$ cat src/rtl/hazard_pkg.sv
// hazard_pkg: shared definitions for the hazard control unit.
//   - state_e  : sequencing FSM states, encoded as RUN=0 .. HALT=4
//   - REG_W    : register specifier width
//   - REG_ZERO : the hard-wired zero register, which never creates a hazard
package hazard_pkg;

    localparam int unsigned REG_W = 4;
    localparam logic [REG_W-1:0] REG_ZERO = 4'b0000;

    typedef enum logic [2:0] {
        StRun     = 3'd0,
        StMemWait = 3'd1,
        StFlush   = 3'd2,
        StDrain   = 3'd3,
        StHalt    = 3'd4
    } state_e;

endpackage

$ cat src/rtl/hazard_control_unit_load_use_detect.sv
// load_use_detect: flags a load in execute whose destination is read by the
// instruction in decode. Purely combinational.
//   dx_memread, dx_rt       : load in execute and its destination register
//   fd_rs, fd_rt, fd_uses_rt: decode source registers and whether rt is read
//   load_use                : a one-bubble stall is required
module load_use_detect
    import hazard_pkg::*;
(
    input  logic             dx_memread,
    input  logic [REG_W-1:0] dx_rt,
    input  logic [REG_W-1:0] fd_rs,
    input  logic [REG_W-1:0] fd_rt,
    input  logic             fd_uses_rt,
    output logic             load_use
);

    assign load_use = dx_memread && (dx_rt != REG_ZERO) &&
                      ((dx_rt == fd_rs) || (fd_uses_rt && (dx_rt == fd_rt)));

endmodule

$ cat src/rtl/hazard_control_unit.sv
// hazard_control_unit: pipeline sequencing controller for the 5-stage CPU.
// Resolves hazards forwarding cannot: load-use, taken-branch flush, data
// memory wait and HLT drain, by driving PC / pipeline-register enables and
// flushes every cycle.
//   Inputs : clk, rst (sync, active-high), fd_rs, fd_rt, fd_uses_rt,
//            dx_memread, dx_rt, br_taken, halt_in, mem_req, mem_ready
//   Outputs: pc_write, fd_write, fd_flush, dx_write, dx_flush, xm_write,
//            halted, state (debug)
// Optional: define HAZARD_PERF_CNT_EN to add saturating stall_cnt, flush_cnt
//           and lu_cnt performance counters of width CNT_W.
module hazard_control_unit
    import hazard_pkg::*;
#(
    parameter int unsigned FLUSH_CYCLES = 1,
    parameter int unsigned DRAIN_CYCLES = 3,
    parameter int unsigned CNT_W        = 16
) (
    input  logic             clk,
    input  logic             rst,
    input  logic [REG_W-1:0] fd_rs,
    input  logic [REG_W-1:0] fd_rt,
    input  logic             fd_uses_rt,
    input  logic             dx_memread,
    input  logic [REG_W-1:0] dx_rt,
    input  logic             br_taken,
    input  logic             halt_in,
    input  logic             mem_req,
    input  logic             mem_ready,
    output logic             pc_write,
    output logic             fd_write,
    output logic             fd_flush,
    output logic             dx_write,
    output logic             dx_flush,
    output logic             xm_write,
    output logic             halted,
`ifdef HAZARD_PERF_CNT_EN
    output logic [CNT_W-1:0] stall_cnt,
    output logic [CNT_W-1:0] flush_cnt,
    output logic [CNT_W-1:0] lu_cnt,
`endif
    output logic [2:0]       state
);

    localparam logic [2:0] FlushInit = 3'(FLUSH_CYCLES - 1);
    localparam logic [2:0] DrainInit = 3'(DRAIN_CYCLES - 1);

    state_e     state_q, state_d;
    logic [2:0] cnt_q, cnt_d;
    logic       load_use;
    logic       mem_stall;
    logic       lu_bubble;  // load-use bubble issued this cycle
    logic       br_flush;   // dx_flush caused by a taken branch

    load_use_detect u_load_use_detect (
        .dx_memread (dx_memread),
        .dx_rt      (dx_rt),
        .fd_rs      (fd_rs),
        .fd_rt      (fd_rt),
        .fd_uses_rt (fd_uses_rt),
        .load_use   (load_use)
    );

    assign mem_stall = mem_req && !mem_ready;
    assign state     = state_q;

    always_ff @(posedge clk) begin
        if (rst) begin
            state_q <= StRun;
            cnt_q   <= 3'd0;
        end else begin
            state_q <= state_d;
            cnt_q   <= cnt_d;
        end
    end

    always_comb begin
        pc_write  = 1'b1;
        fd_write  = 1'b1;
        dx_write  = 1'b1;
        xm_write  = 1'b1;
        fd_flush  = 1'b0;
        dx_flush  = 1'b0;
        halted    = 1'b0;
        lu_bubble = 1'b0;
        br_flush  = 1'b0;
        state_d   = state_q;
        cnt_d     = cnt_q;

        case (state_q)
            StRun: begin
                if (mem_stall) begin
                    pc_write = 1'b0;
                    fd_write = 1'b0;
                    dx_write = 1'b0;
                    xm_write = 1'b0;
                    state_d  = StMemWait;
                end else if (br_taken) begin
                    fd_flush = 1'b1;
                    dx_flush = 1'b1;
                    br_flush = 1'b1;
                    if (FLUSH_CYCLES > 1) begin
                        state_d = StFlush;
                        cnt_d   = FlushInit;
                    end
                end else if (load_use) begin
                    pc_write  = 1'b0;
                    fd_write  = 1'b0;
                    dx_flush  = 1'b1;
                    lu_bubble = 1'b1;
                end else if (halt_in) begin
                    pc_write = 1'b0;
                    fd_flush = 1'b1;
                    state_d  = StDrain;
                    cnt_d    = DrainInit;
                end
            end
            StMemWait: begin
                // Stages frozen; pending branch/load-use/halt re-evaluate in RUN.
                if (!mem_ready) begin
                    pc_write = 1'b0;
                    fd_write = 1'b0;
                    dx_write = 1'b0;
                    xm_write = 1'b0;
                end else begin
                    state_d = StRun;
                end
            end
            StFlush: begin
                fd_flush = 1'b1;
                dx_flush = 1'b1;
                br_flush = 1'b1;
                if (cnt_q <= 3'd1) begin
                    state_d = StRun;
                    cnt_d   = 3'd0;
                end else begin
                    cnt_d = cnt_q - 3'd1;
                end
            end
            StDrain: begin
                pc_write = 1'b0;
                fd_write = 1'b0;
                fd_flush = 1'b1;
                dx_flush = 1'b1;
                if (mem_stall) begin
                    xm_write = 1'b0;  // hold the drain count while memory stalls
                end else if (cnt_q == 3'd0) begin
                    state_d = StHalt;
                end else begin
                    cnt_d = cnt_q - 3'd1;
                end
            end
            StHalt: begin
                pc_write = 1'b0;
                fd_write = 1'b0;
                dx_write = 1'b0;
                xm_write = 1'b0;
                halted   = 1'b1;
            end
            default: begin
                state_d = StRun;
                cnt_d   = 3'd0;
            end
        endcase

        if (rst) begin
            pc_write  = 1'b0;
            fd_write  = 1'b0;
            dx_write  = 1'b0;
            xm_write  = 1'b0;
            fd_flush  = 1'b1;
            dx_flush  = 1'b1;
            halted    = 1'b0;
            lu_bubble = 1'b0;
            br_flush  = 1'b0;
        end
    end

`ifdef HAZARD_PERF_CNT_EN
    localparam logic [CNT_W-1:0] CntMax = {CNT_W{1'b1}};

    logic stall_evt;
    assign stall_evt = !rst && !pc_write && ((state_q == StRun) || (state_q == StMemWait));

    always_ff @(posedge clk) begin
        if (rst) begin
            stall_cnt <= '0;
            flush_cnt <= '0;
            lu_cnt    <= '0;
        end else begin
            if (stall_evt && (stall_cnt != CntMax)) stall_cnt <= stall_cnt + 1'b1;
            if (br_flush && (flush_cnt != CntMax))  flush_cnt <= flush_cnt + 1'b1;
            if (lu_bubble && (lu_cnt != CntMax))    lu_cnt    <= lu_cnt + 1'b1;
        end
    end
`endif

endmodule
$ cat config.mk
export PLATFORM = sky130hd
export DESIGN_NAME = hazard_control_unit
export DESIGN_NICKNAME = d
export VERILOG_FILES = /design/src/rtl/hazard_pkg.sv /design/src/rtl/hazard_control_unit_load_use_detect.sv /design/src/rtl/hazard_control_unit.sv
export SDC_FILE = /design/constraint.sdc
export NUM_CORES = 1
export LEC_CHECK = 0
export ABC_AREA = 0
export CAP_MARGIN = 20
export CORE_AREA = 5 5 42 44
export DETAILED_ROUTE_END_ITERATION = 7
export DIE_AREA = 0 0 47 49
export DONT_BUFFER_PORTS = 1
export GPL_ROUTABILITY_DRIVEN = 0
export PLACE_DENSITY_LB_ADDON = 0.3
export SLEW_MARGIN = 20
export SYNTH_ARGS = -nofsm -noshare
export SYNTH_HDL_FRONTEND = slang
export SYNTH_SLANG_ARGS = --single-unit
$ cat constraint.sdc
create_clock -name clk -period 3.4 [get_ports clk]
set_input_delay 0.51 -clock clk [delete_from_list [all_inputs] [get_ports clk]]
set_output_delay 0.51 -clock clk [all_outputs]
set_load 0.01 [all_outputs]
==> metrics.md, run 1 <==
| Metric | Value |
|---|---|
| Number of port buffers | 0 |
| Clk_lat worst skew | 0.24 ns |
| Vias in the first global route | 640 |
| Die Width | 47 um |
| CTS tree | built |
| Remaining Overflow, GRT | 0 |
| CTS Buf Count | 3 |
| TNS Setup | 0 ns |
| Critical-path top delay cell | o41a_1 |
| Post-route minimum period | 2.33 ns |
| Synth Instances | 97 |
| Main synth FF type | dfxtp_1 |
| Post-Syn Nets | 120 |
| Startpoint types | input pin |
| TritonRoute pass-1 iters | 4 |
| H-Tree Depth | 1 |
| Largest net degree at the start of global routing | 13 |
| Setup bufs post-CTS | 0 |
| Via count | 688 |
| Cell row count | 14 |
| Final #Nets | 120 |
| Most numerous cell in the Yosys netlist | a21oi_1 |
| HPWL Detailed | 1350 um |
| Post-route worst setup slack | 1.07 ns |
| Fillers | 154 |
| Delay-heaviest family, CP | compound AO/OA/AOI/OAI gates |
| Worst vdd ir | 0.220 mV |
| Crit-path cells | o41a_1 -> and3_1 -> a22oi_1 -> a21oi_1 -> o21ai_0 |
| Post-synth top area cell | dfxtp_1 |
| Async set-reset flop share out of synthesis | 0% |
| Initial antenna violation count | 0 |
| Clock-pin slew on the worst setup and hold paths | 0.04 ns |
| Final Max Tran Viols | 0 |
| Slew margin rel. | 67.3% |
| Iteration-0 DRC Markers | 10 |
| I/O Pins | 30 |
| Register area share after synthesis | 16.9% |
| Gr usage total | 15.1% |
| Synth Area per Inst | 7.34 um2 |
| Final period utilization | 68.5% |
| Die area | 2300 um2 |
| Antenna Nets Post-Route | 0 |
| Vias/cell | 6.20 |
| Clock Tree Buf Depth | 2 |
| Setup Viol. Count Final | 0 |
| Post-synth top cells | a21oi_1, inv_1, o21ai_0, xor2_1 |
| Buffer and inverter count on the worst path | 0 |
| Worst Skew | 0.00304 ns |
| Starting density of the core | 50.8% |
| Post-CTS Hold Fix Bufs | 0 |
| Crit-path max FO | 3 |
| Synth-to-Final Area Change | -0.176% |
| Crit path arrival time | 1.82 ns |
| Number of synthesized register bits | 6 |
| Leak pwr | 0.278 nW |
| First-pass GRT wire length | 2620 um |
| WP data required | 2.89 ns |
| Hold_ws | 0.339 ns |
| Status | complete, no violations |
| Fmax | 429 MHz |
| Fin util | 50.7% |
| Post-Layout Cell Count | 111 |
| Total Routed Length | 1640 um |
| Ys Warns | 0 |
| Synth top area share | 16.9% |
| Antenna fix cells | 0 |
| EDFF count, synth | 0 |
| Critical Path End Type | primary output |
| Clk sinks | 6 |
| Core region area | 1400 um2 |
| Post-synth cell types | 37 |
| Max cap viols | 0 |
| Post_cts resized | 0 |
| Hold Path Class | in2reg |
| Root Driver | clkbuf_4 |
| DP Cell Count | 108 |
| Worst-margin pin slew | 0.487 ns |
| DRC | 0 |
| Top cells by area, synth | dfxtp_1, xor2_1, a21oi_1 |
| Die height | 49 um |
| Critical path class | in2out |
| Final Hold Viols | 0 |
| Critical Path Max Stage Delay | 0.44 ns |
| Share of layout cells above drive strength 1 | 7.37% |
| Wire length per cell | 14.8 um |
| Setup WS pre-CTS | 1.07 ns |
| RSZ-0062 raised after global routing | no |
| Syn Std Cell Area | 712 um2 |
| Pwr dens | 383 nW/um2 |
[layout make-up]
| cell class | count | area, um2 | area share [%] |
|---|---|---|---|
| Sequential cell | 6 | 120 | 16.9 |
| Tap cell | 16 | 20.0 | 2.82 |
| Clock buffer | 3 | 22.5 | 3.17 |
| Multi-Input combinational cell | 77 | 514 | 72.4 |
| Inverter | 9 | 33.8 | 4.75 |
[power breakdown]
group	internal, W	switching, W	total (W)
logic	0.0000501	0.0000654	0.000115
registers	0.0000782	0.0000154	0.0000936
clock network	0.0000398	0.0000235	0.0000632
[worst paths after layout]
check                                      startpoint  depth (start not counted)                    end  slack (ns)
worst max register to register  state[1]$_SDFFE_PP0P_                          4  state[1]$_SDFFE_PP0P_        1.44
worst max-delay path                         dx_rt[1]                          5               fd_flush        1.07
worst min register to register  cnt_q[2]$_SDFFE_PP0P_                          2  cnt_q[2]$_SDFFE_PP0P_        0.53
worst min-delay path                              rst                          1  state[2]$_SDFFE_PP0P_        0.34
[layer usage]
| layer | global-route usage, % | wire [um] |
|---|---|---|
| met1 | 16.5 | 636 |
| met2 | 25.3 | 859 |
| met3 | 7.75 | 145 |
| met4 | 2.76 | 0 |
| met5 | 0 | 0 |
[flip-flops by register name, summed over array words and instances (netlist names)]
name   flops
state      3
cnt_q      3
[layout by cell type (no fill, tap or decap), types with 2 or more instances in the layout]
cell | netlist | routed
o31ai_1 | 2 | 2
inv_1 | 9 | 9
xor2_1 | 7 | 7
and3_1 | 2 | 2
nor4_1 | 2 | 2
dfxtp_1 | 6 | 6
ha_1 | 3 | 3
o21ai_0 | 9 | 9
a22oi_1 | 2 | 2
nand3_1 | 2 | 2
clkbuf_4 | 0 | 3
nand2b_1 | 2 | 2
nor2_1 | 6 | 6
o31a_1 | 2 | 2
nor2b_1 | 4 | 4
a21oi_1 | 10 | 10
nand2_1 | 4 | 4
nand4_1 | 3 | 3
[per-stage QoR]
stage / power [W] / instance area (um2)
3_5_place_dp: 0.000210 / 688
2_1_floorplan: 0.000200 / 712
6_report: 0.000272 / 711
5_1_grt: 0.000296 / 711
3_3_place_gp: 0.000207 / 688
4_1_cts: 0.000276 / 711
[kinds of logic after synthesis]
| kind of cell | after synthesis | share of synthesized area (%) |
|---|---|---|
| adders and majority gates | 3 | 5.27 |
| AOI/OAI and AO/OA | 35 | 32.2 |
| xor gates and xnor gates | 8 | 9.84 |
| muxes | 1 | 1.41 |
| buffers and inverters | 14 | 10.9 |
| DFF | 6 | 16.9 |
| and+or+nand+nor | 30 | 23.5 |
No activity file was read; power rests on OpenSTA's default activity.
==> inputs of run 2 (changes only) <==
CORE_AREA = not set   (was 5 5 42 44)
CORE_MARGIN = 5   (was not set)
CORE_UTILIZATION = 54   (was not set)
DIE_AREA = not set   (was 0 0 47 49)
clock period = 1.9 ns   (was 3.4 ns; I/O delays follow)
==> run 2 against run 1 <==
Compared with the run above: flip-flop and latch count is the same; register-to-register slack lost 1.3 ns; via count increased by 4.9%; core utilization up 11 points; sequential share of layout area decreased by 1.5 points; largest power group unchanged; largest cell class unchanged; sequential power up 60%.
==> metrics.md, run 2 (synthesis results as in run 1) <==
| Metric | Value |
|---|---|
| Setup Viol. Count Final | 0 |
| Die height | 46.3 um |
| Share of layout cells above drive strength 1 | 18.4% |
| Setup WS pre-CTS | 0.0503 ns |
| Post-route minimum period | 1.83 ns |
| Setup bufs post-CTS | 0 |
| Root Driver | clkbuf_4 |
| I/O Pins | 30 |
| Crit path arrival time | 1.55 ns |
| First-pass GRT wire length | 2770 um |
| Final #Nets | 128 |
| Slew margin rel. | 69.3% |
| CTS Buf Count | 3 |
| Wire length per cell | 14.0 um |
| Number of port buffers | 0 |
| Vias/cell | 6.12 |
| Initial antenna violation count | 0 |
| Fillers | 123 |
| Starting density of the core | 56.1% |
| Post-CTS Hold Fix Bufs | 0 |
| Antenna Nets Post-Route | 0 |
| Gr usage total | 17.6% |
| Hold Path Class | in2reg |
| Antenna fix cells | 0 |
| Iteration-0 DRC Markers | 12 |
| Final Hold Viols | 0 |
| WP data required | 1.62 ns |
| H-Tree Depth | 1 |
| Leak pwr | 0.320 nW |
| Fmax | 546 MHz |
| Crit-path max FO | 4 |
| Vias in the first global route | 678 |
| Synth-to-Final Area Change | 10.5% |
| Core region area | 1270 um2 |
| Area after DPL | 747 um2 |
| Max cap viols | 0 |
| Final period utilization | 96.4% |
| Worst vdd ir | 0.312 mV |
| DRC | 0 |
| Die area | 2140 um2 |
| Die Width | 46.3 um |
| Critical path class | reg2out |
| Total Routed Length | 1660 um |
| Final instance area | 787 um2 |
| Critical Path End Type | primary output |
| Worst-margin pin slew | 0.457 ns |
| Storage element area | 121 um2 |
| Worst Skew | 0.00353 ns |
| Largest net degree at the start of global routing | 12 |
| HPWL Detailed | 1360 um |
| Remaining Overflow, GRT | 0 |
| Cell row count | 13 |
| CTS tree | built |
| RSZ-0062 raised after global routing | yes |
| Multi-input gate area | 531 um2 |
| Clock-pin slew on the worst setup and hold paths | 0.05 ns |
| TritonRoute pass-1 iters | 4 |
| Leading cell types in the layout, fill and taps excluded | inv_1, a21oi_1, o21ai_0, buf_4, xor2_1 |
| Final Max Tran Viols | 0 |
| Clk sinks | 6 |
| Via count | 722 |
| Clk_lat worst skew | 0.24 ns |
| Pwr dens | 690 nW/um2 |
| Clock Tree Buf Depth | 2 |
| Startpoint types | register |
| Post-route worst setup slack | 0.0678 ns |
| Status | complete, no violations |
[run 2: cell types whose count changed in the layout (fill, tap and decap cells not counted)]
cell | previous run | this run
a21oi_1 | 10 | 9
a21oi_2 | 0 | 1
a22oi_1 | 2 | 1
a22oi_2 | 0 | 1
buf_4 | 0 | 8
dfxtp_1 | 6 | 5
dfxtp_2 | 0 | 1
nor2b_1 | 4 | 3
nor2b_4 | 0 | 1
o21ai_0 | 9 | 8
o21ai_1 | 0 | 1
[run 2: path summary, 6_finish.rpt]
kind | slack [ns] | endpoint | start | depth (start not counted)
worst max-delay path | 0.07 | fd_write | state[0]$_SDFFE_PP0P_ | 4
worst min-delay path | 0.1 | state[2]$_SDFFE_PP0P_ | rst | 1
worst max register to register | 0.17 | state[1]$_SDFFE_PP0P_ | cnt_q[1]$_SDFFE_PP0P_ | 7
worst min register to register | 0.54 | cnt_q[2]$_SDFFE_PP0P_ | cnt_q[2]$_SDFFE_PP0P_ | 2
[run 2: power by group]
group          internal [W]  switching [W]
registers          0.000140      0.0000105
clock network     0.0000715      0.0000470
logic              0.000129       0.000145
[run 2: metrics by stage]
step | cells | TNS [ns] | util (%) | power, W | hold WS (ns)
detailed placement | 115 | 0 | 58.9 | 0.000416 | 0.359
global route | 118 | -0.0157 | 62.0 | 0.000583 | 0.0986
floorplan | 97 | 0 | - | 0.000357 | 0.469
global placement | 115 | 0 | 58.9 | 0.000411 | 0.357
CTS | 118 | 0 | 60.9 | 0.000540 | 0.0898
finish | 118 | 0 | 62.0 | 0.000543 | 0.0963
[run 2: repair_timing]
| action | CTS | global route |
|---|---|---|
| endpoints found under the hold margin | 0 | 0 |
| gates resized for setup | 2 | 4 |
| setup endpoints to repair | 2 | 3 |
[run 2: layer usage]
layer	global-route usage, %	part of all wire, %	vias to the layer above
li1	-	-	364
met3	8.98	10	0
met4	2.84	0	0
met1	18.7	40	330
met5	0	0	-
met2	31.0	50	28
[run 2: final cells by class]
cell class	instances	share of cell area, %
timing repair buffer	8	7.63
sequential	6	15.4
tap	15	2.38
inverter	9	4.29
multi-input combinational	77	67.4
clock buffer	3	2.86
[run 2: worst max-delay path, cell delays in order (launching register included)]
cell	delay [ns]
dfxtp_1	0.32
or2_1	0.24
or3_4	0.40
a21oi_2	0.15
o31a_1	0.20
